===== config.mk =====
export PLATFORM = sky130hd
export DESIGN_NAME = lut_rr_arbiter
export DESIGN_NICKNAME = d
export VERILOG_FILES = /design/src/rtl/grng_lut_pkg.sv /design/src/rtl/rr_arbiter.sv /design/src/rtl/lut_rr_arbiter.sv
export SDC_FILE = /design/constraint.sdc
export NUM_CORES = 1
export LEC_CHECK = 0
export ABC_CLOCK_PERIOD_IN_PS = 3070
export BUFFER_PORTS_ARGS = -buffer_cell sky130_fd_sc_hd__buf_2
export CAP_MARGIN = 40
export CORE_ASPECT_RATIO = 1.1
export CORE_UTILIZATION = 44
export CTS_BUF_LIST = sky130_fd_sc_hd__clkbuf_4
export CTS_CLUSTER_SIZE = 24
export DETAILED_ROUTE_END_ITERATION = 8
export GPL_TIMING_DRIVEN = 0
export HOLD_SLACK_MARGIN = 0.05
export PLACE_DENSITY = 0.89
export SKIP_LAST_GASP = 1
export SLEW_MARGIN = 20
export SYNTH_ARGS = -nofsm -noshare
export SYNTH_HDL_FRONTEND = slang
export SYNTH_SLANG_ARGS = --single-unit

===== constraint.sdc =====
create_clock -name clk -period 3.07 [get_ports clk]
set_input_delay 0.614 -clock clk [delete_from_list [all_inputs] [get_ports clk]]
set_output_delay 0.614 -clock clk [all_outputs]
set_load 0.01 [all_outputs]

===== src/rtl/grng_lut_pkg.sv =====
// ---------------------------------------------------------------------------
// grng_lut_pkg
// Shared definitions for the Ziggurat LUT path of the GRNG core: fixed-point
// formats of the two ROM words, default ROM geometry and an elaboration-time
// clog2 helper. Used by the LUT ROM, the LUT arbiter and the wedge-test
// datapath so that all of them agree on widths.
// ---------------------------------------------------------------------------
package grng_lut_pkg;

  // rmost_coord: signed Q3.14
  localparam int RMOST_W    = 18;
  localparam int RMOST_FRAC = 14;

  // wedge_bound_ratio: unsigned UQ4.28
  localparam int WBR_W      = 32;
  localparam int WBR_FRAC   = 28;

  // Default ROM geometry (number of Ziggurat rectangles and index width)
  localparam int DEF_N      = 256;
  localparam int DEF_LOG2N  = 8;

  typedef logic signed [RMOST_W-1:0] rmost_t;
  typedef logic        [WBR_W-1:0]   wbr_t;

  // ceil(log2(value)) for value >= 1; intended for constant expressions.
  function automatic int clog2(input int value);
    int result;
    result = 0;
    for (int v = value - 1; v > 0; v = v >> 1) begin
      result++;
    end
    return result;
  endfunction

endpackage


===== src/rtl/rr_arbiter.sv =====
// ---------------------------------------------------------------------------
// rr_arbiter
// Purely combinational round-robin pick. The search starts at rr_ptr_i and
// walks upward, wrapping from NREQ-1 to 0; the first asserted valid wins.
// The pointer register itself lives in the parent.
//
// Ports
//   valid_i      [NREQ]      request vector
//   rr_ptr_i     [LOG2NREQ]  highest-priority lane this cycle (< NREQ)
//   grant_o      [NREQ]      one-hot grant, all zero when nothing is valid
//   winner_o     [LOG2NREQ]  binary index of the granted lane
//   any_grant_o              a grant is being issued
// ---------------------------------------------------------------------------
module rr_arbiter #(
  parameter int NREQ     = 4,
  parameter int LOG2NREQ = 2
) (
  input  logic [NREQ-1:0]     valid_i,
  input  logic [LOG2NREQ-1:0] rr_ptr_i,
  output logic [NREQ-1:0]     grant_o,
  output logic [LOG2NREQ-1:0] winner_o,
  output logic                any_grant_o
);

  int                  lane;
  logic [LOG2NREQ-1:0] lane_idx;

  // NOTE: every output gets a default before the search loop, otherwise the
  // conditional assignments below would infer latches.
  always_comb begin
    grant_o     = '0;
    winner_o    = '0;
    any_grant_o = 1'b0;
    lane        = 0;
    lane_idx    = '0;
    for (int off = 0; off < NREQ; off++) begin
      // Wrap by subtraction rather than masking: NREQ need not be a power
      // of two. Two steps keep the index in range even for an illegal
      // pointer value, so the select below can never run off the vector.
      lane = int'(rr_ptr_i) + off;
      if (lane >= NREQ) lane = lane - NREQ;
      if (lane >= NREQ) lane = lane - NREQ;
      lane_idx = LOG2NREQ'(lane);
      if (!any_grant_o && valid_i[lane_idx]) begin
        any_grant_o        = 1'b1;
        grant_o[lane_idx]  = 1'b1;
        winner_o           = lane_idx;
      end
    end
  end

endmodule


===== src/rtl/lut_rr_arbiter.sv =====
// ---------------------------------------------------------------------------
// lut_rr_arbiter
// Shares one Ziggurat LUT ROM (1-cycle registered read) between NREQ GRNG
// lanes. One lookup is issued per cycle in round-robin order; each result is
// returned to its lane with a one-hot strobe a fixed 3 cycles after the
// handshake. There is no response backpressure.
//
// Ports
//   clk, rst_n               clock, asynchronous active-low reset
//   req_valid   [NREQ]       per-lane lookup request
//   req_idx     [NREQ*LOG2N] per-lane rectangle index, lane k at k*LOG2N
//   req_ready   [NREQ]       one-hot grant (combinational)
//   lut_idx     [LOG2N]      ROM address, holds its value when idle
//   lut_rmost_coord          ROM data, signed Q3.14, one cycle after lut_idx
//   lut_wedge_bound_ratio    ROM data, UQ4.28, same timing
//   rsp_valid   [NREQ]       one-hot response strobe, one cycle wide
//   rsp_rmost_coord          result for the strobed lane
//   rsp_wedge_bound_ratio    result for the strobed lane
//
// Pipeline: grant at edge T loads lut_idx and the s1 tag; the ROM registers
// its data at T+1 while the tag moves to s2; at T+2 the tag becomes the
// response strobe and the ROM data is captured next to it.
// ---------------------------------------------------------------------------
module lut_rr_arbiter
  import grng_lut_pkg::*;
#(
  parameter int NREQ     = 4,
  parameter int LOG2NREQ = 2,
  parameter int N        = DEF_N,
  parameter int LOG2N    = DEF_LOG2N
) (
  input  logic                  clk,
  input  logic                  rst_n,
  input  logic [NREQ-1:0]       req_valid,
  input  logic [NREQ*LOG2N-1:0] req_idx,
  output logic [NREQ-1:0]       req_ready,
  output logic [LOG2N-1:0]      lut_idx,
  input  rmost_t                lut_rmost_coord,
  input  wbr_t                  lut_wedge_bound_ratio,
  output logic [NREQ-1:0]       rsp_valid,
  output rmost_t                rsp_rmost_coord,
  output wbr_t                  rsp_wedge_bound_ratio
);

  // Reject inconsistent parameter sets at elaboration.
  if (NREQ < 2 || LOG2NREQ != clog2(NREQ)) begin : g_bad_nreq
    $error("lut_rr_arbiter: LOG2NREQ must equal clog2(NREQ), NREQ >= 2");
  end
  if (N < 2 || LOG2N != clog2(N)) begin : g_bad_n
    $error("lut_rr_arbiter: LOG2N must equal clog2(N), N >= 2");
  end

  // Arbitration
  logic [LOG2NREQ-1:0] rr_ptr_q, rr_ptr_d;
  logic [NREQ-1:0]     grant;
  logic [LOG2NREQ-1:0] winner;
  logic                any_grant;

  rr_arbiter #(
    .NREQ     (NREQ),
    .LOG2NREQ (LOG2NREQ)
  ) u_rr_arbiter (
    .valid_i     (req_valid),
    .rr_ptr_i    (rr_ptr_q),
    .grant_o     (grant),
    .winner_o    (winner),
    .any_grant_o (any_grant)
  );

  assign req_ready = grant;

  // Pipeline tags and response registers
  logic [LOG2N-1:0]    lut_idx_q, lut_idx_d;
  logic                s1_valid_q;
  logic [LOG2NREQ-1:0] s1_lane_q;
  logic                s2_valid_q;
  logic [LOG2NREQ-1:0] s2_lane_q;
  logic [NREQ-1:0]     rsp_valid_q, rsp_valid_d;
  rmost_t              rsp_rmost_q;
  wbr_t                rsp_wbr_q;

  always_comb begin
    rr_ptr_d    = rr_ptr_q;
    lut_idx_d   = lut_idx_q;  // idle cycles keep the ROM address stable
    rsp_valid_d = '0;
    if (any_grant) begin
      lut_idx_d = req_idx[int'(winner)*LOG2N +: LOG2N];
      rr_ptr_d  = (winner == LOG2NREQ'(NREQ - 1)) ? '0 : winner + 1'b1;
    end
    if (s2_valid_q) begin
      rsp_valid_d = NREQ'(1) << s2_lane_q;
    end
  end

  // NOTE: state registers use non-blocking assignments so that every
  // register samples the values from before the edge, regardless of order.
  always_ff @(posedge clk or negedge rst_n) begin
    if (!rst_n) begin
      // Clearing the tags drops in-flight lookups; ROM data arriving after
      // reset is never strobed out.
      rr_ptr_q    <= '0;
      lut_idx_q   <= '0;
      s1_valid_q  <= 1'b0;
      s1_lane_q   <= '0;
      s2_valid_q  <= 1'b0;
      s2_lane_q   <= '0;
      rsp_valid_q <= '0;
      rsp_rmost_q <= '0;
      rsp_wbr_q   <= '0;
    end else begin
      rr_ptr_q    <= rr_ptr_d;
      lut_idx_q   <= lut_idx_d;
      s1_valid_q  <= any_grant;
      s1_lane_q   <= winner;
      s2_valid_q  <= s1_valid_q;
      s2_lane_q   <= s1_lane_q;
      rsp_valid_q <= rsp_valid_d;
      if (s2_valid_q) begin
        rsp_rmost_q <= lut_rmost_coord;
        rsp_wbr_q   <= lut_wedge_bound_ratio;
      end
    end
  end

  assign lut_idx               = lut_idx_q;
  assign rsp_valid             = rsp_valid_q;
  assign rsp_rmost_coord       = rsp_rmost_q;
  assign rsp_wedge_bound_ratio = rsp_wbr_q;

endmodule


==> results_dict.tcl <==
set metrics [dict create \
    status "finished with violations" \
    violations "DRC" \
    synth.avg_cell_area_um2 12.7 \
    dieArea_um2 7860 \
    path_clk_slew_ns 0.12 \
    synthFlopType "dfrtp_1" \
    clk_latency_ns 0.40 \
    dp_hpwl_um 5740 \
    r2r-start "rr_ptr_q[0]" \
    finalHoldWorstSlack_ns 0.0877 \
    slew_violations 0 \
    place_inst 498 \
    power_leakage_nw 2.16 \
    critical_path_depth 9 \
    synth_xor_area_frac 0.00265 \
    syn2layout_area_growth_pct 35.4 \
    hp-class "primary input to async pin" \
    p_comb_frac 0.533 \
    powerDensity_nw_per_um2 800 \
    p_seq_frac 0.335 \
    synth_edf_count 0 \
    synthArstFlopShare 1.00 \
    wl_per_cell_um 14.6 \
    grt_max_degree 49 \
    synth-simple-area-share 0.0599 \
    fin_worst_skew_ns 0.0145 \
    synth_top_area_frac 0.531 \
    boundaryPins 154 \
    yosysMostFrequentCell "dfrtp_1" \
    synth_compound_area_frac 0.130 \
    tightest_slew_ns 0.712 \
    finalSetupViolCount 0 \
    period_needed_ns 3.07 \
    synth_top_family_by_area "multiplexers" \
    ctsHoldBuffers 0 \
    post-route-period-util 0.999 \
    track_usage 0.197 \
    cts.sinks 70 \
    final_hold_viol_count 0 \
    cp_max_fo 7 \
    syn_nets 354 \
    drv_cap 0 \
    netlist_top_cells_area "dfrtp_1 53%, mux2_2 17%, mux2i_1 3.6%" \
    htreeDepth 3 \
    grt_pass1_wl_um 12100 \
    worstPathRequired_ns 2.46 \
    reg2reg_slack_ns 0.19 \
    grt_antenna_before_repair 0 \
    drt_pass1_iterations 6 \
    die_w_um 84.6 \
    clockPowerShare 0.132 \
    p_switching_w 0.00141 \
    start_kind "flop" \
    cts-root-buf "clkbuf_4" \
    drt_iter0_markers 109 \
    drive_gt1_frac 0.573 \
    max_slew_margin 0.525 \
    p_sw_frac 0.395 \
    coreArea_um2 7130 \
    internal_power_w 0.00216 \
    postRouteAntennaNets 0 \
    wirelength_um 7660 \
    antenna_cells 0 \
    synth_common_cells "70 x dfrtp_1, 50 x mux2_2, 17 x nor2_1, 17 x o21ai_0, 14 x a211oi_1" \
    synth_area_leader_cell "dfrtp_1" \
    synthAdderAreaFrac 0.0189 \
    cts_buffers 9 \
    grt_pass1_vias 2631 \
    io_buffer_count 151 \
    fp-row-count 32 \
    drc_errors 14 \
    synth.area.mux_share 0.221 \
    worstSetupPathType "flop to output port" \
    ff2ff_path_depth 11 \
    slowest_stage "dfrtp_2" \
    path_delay_family "buffers and inverters" \
    critPathArrivalTime_ns 2.45 \
    seq_area_frac_synth 0.531 \
    crit_buf_inv 4 \
    syn-cell-area_um2 3300 \
    endpoint_kind "output port" \
    die_h_um 92.9 \
    fmax_mhz 326 \
    rsz0062_at_grt "yes" \
    cpPeakStageDelay_ns 0.41 \
    ir_drop_v 0.000931 \
    regToRegEndpoint "lut_idx[2]" \
    cts_tree "yes" \
    floorplan.initialDensity 0.463 \
    finalNetCount 526 \
    routabilityCongestion 0.837 \
    vias 2746 \
    ys_warn_count 0 \
    synth.ff_latch_count 70 \
    grt-ovfl-total 0 \
    synth_cells 261 \
    cts_buffer_depth 2 \
    crit_chain "buf_6, clkbuf_16, inv_8, ha_4, mux4_2, nor2b_4, a22oi_1, o21ai_1, buf_2" \
    via_per_inst 5.25 \
    ys_types 40 \
    finalNonFillerCells 523 \
]
## metal layers
layer | global-route usage | vias up | part of all wire
li1 | - | 1304 | -
met4 | 0.0862 | 0 | 0.022
met3 | 0.0526 | 17 | 0.067
met1 | 0.221 | 1288 | 0.40
met2 | 0.350 | 137 | 0.51
met5 | 0 | - | 0
## cell families after synthesis
kind of cell / Yosys count
buffers and inverters: 24
adders and majority gates: 5
xor gates and xnor gates: 1
muxes: 64
DFF: 70
and+or+nand+nor: 37
AOI/OAI and AO/OA: 60
## power groups by stage
stage / Clock, W / Combinational [W] / Sequential [W]
after floorplan: 0 / 0.00108 / 0.00126
after global placement: 0 / 0.00153 / 0.00121
after detailed placement: 0 / 0.00161 / 0.00122
after CTS: 0.000493 / 0.00177 / 0.00120
after global routing: 0.000538 / 0.00205 / 0.00122
final: 0.000471 / 0.00191 / 0.00120
## how the worst max path moves through the flow
stage | endpoint | slack, ns | start
finish | req_ready[0] | 0.004 | rr_ptr_q[0]
global route | req_ready[1] | -0.11 | rr_ptr_q[0]
CTS | req_ready[3] | 0.008 | rr_ptr_q[0]
detailed placement | lut_idx[2] | -0.37 | rr_ptr_q[0]
global placement | lut_idx[2] | -0.29 | rr_ptr_q[0]
floorplan | lut_idx[0] | 0.1 | rr_ptr_q[0]
## worst reg2reg max path: stages, from the launching register on
cell       delay (ns)
dfrtp_2          0.41
buf_6            0.14
clkbuf_16        0.15
inv_8            0.04
ha_4             0.31
mux4_2           0.39
buf_6            0.17
o311a_4          0.43
o2bb2ai_4        0.17
buf_6            0.18
a211oi_1         0.29
a211oi_1         0.08
## cell usage in the layout, fill, tap and decap left out, types with 3 or more instances in the layout
| cell | instances |
|---|---|
| clkbuf_1 | 8 |
| clkinvlp_4 | 3 |
| dfrtp_1 | 68 |
| a22oi_2 | 5 |
| a211oi_1 | 14 |
| buf_6 | 4 |
| clkbuf_4 | 9 |
| mux2_2 | 50 |
| o21ai_0 | 12 |
| a22oi_1 | 5 |
| a31oi_1 | 3 |
| nor2_1 | 17 |
| nand2_1 | 4 |
| buf_2 | 152 |
| inv_1 | 5 |
| a21oi_1 | 8 |
| clkinv_2 | 3 |
| mux2i_1 | 12 |
| ha_1 | 4 |
| buf_4 | 10 |
| o21ai_1 | 4 |
## what timing repair did
item,4_1_cts,5_1_grt
setup buffers,6,4
cloned,0,0
pin swaps,3,3
resized for setup,14,12
endpoints found under the hold margin,0,0
endpoints found under the setup margin,14,4
## stage by stage
step	worst slack [ns]	total power (W)	instance area, um2	TNS, ns	util
after CTS	0.00777	0.00347	4400	0	0.617
after global routing	-0.106	0.00381	4470	-0.359	0.627
after detailed placement	-0.367	0.00282	4200	-3.61	0.589
final	0.00440	0.00357	4470	0	0.627
after floorplan	0.0981	0.00234	3300	0	-
after global placement	-0.287	0.00275	4170	-2.57	0.584
## state kept, by name, summed over array words and instances, names as in the netlist
signal,cells
s2_lane_q,2
s1_lane_q,2
lut_idx,8
s1_valid_q,1
s2_valid_q,1
rr_ptr_q,2
rsp_valid,4
rsp_wedge_bound_ratio,32
rsp_rmost_coord,18
## area by class of cell
type                            instances  area, um2
Fill cell                             565       2660
Sequential cell                        70       1750
Multi-Input combinational cell        167       1480
Timing Repair Buffer                  162        868
Tap cell                               85        106
Buffer                                 16        103
Clock buffer                            9       67.6
Inverter                                7       46.3
Clock inverter                          7       41.3
No activity file was read; power rests on OpenSTA's default activity.
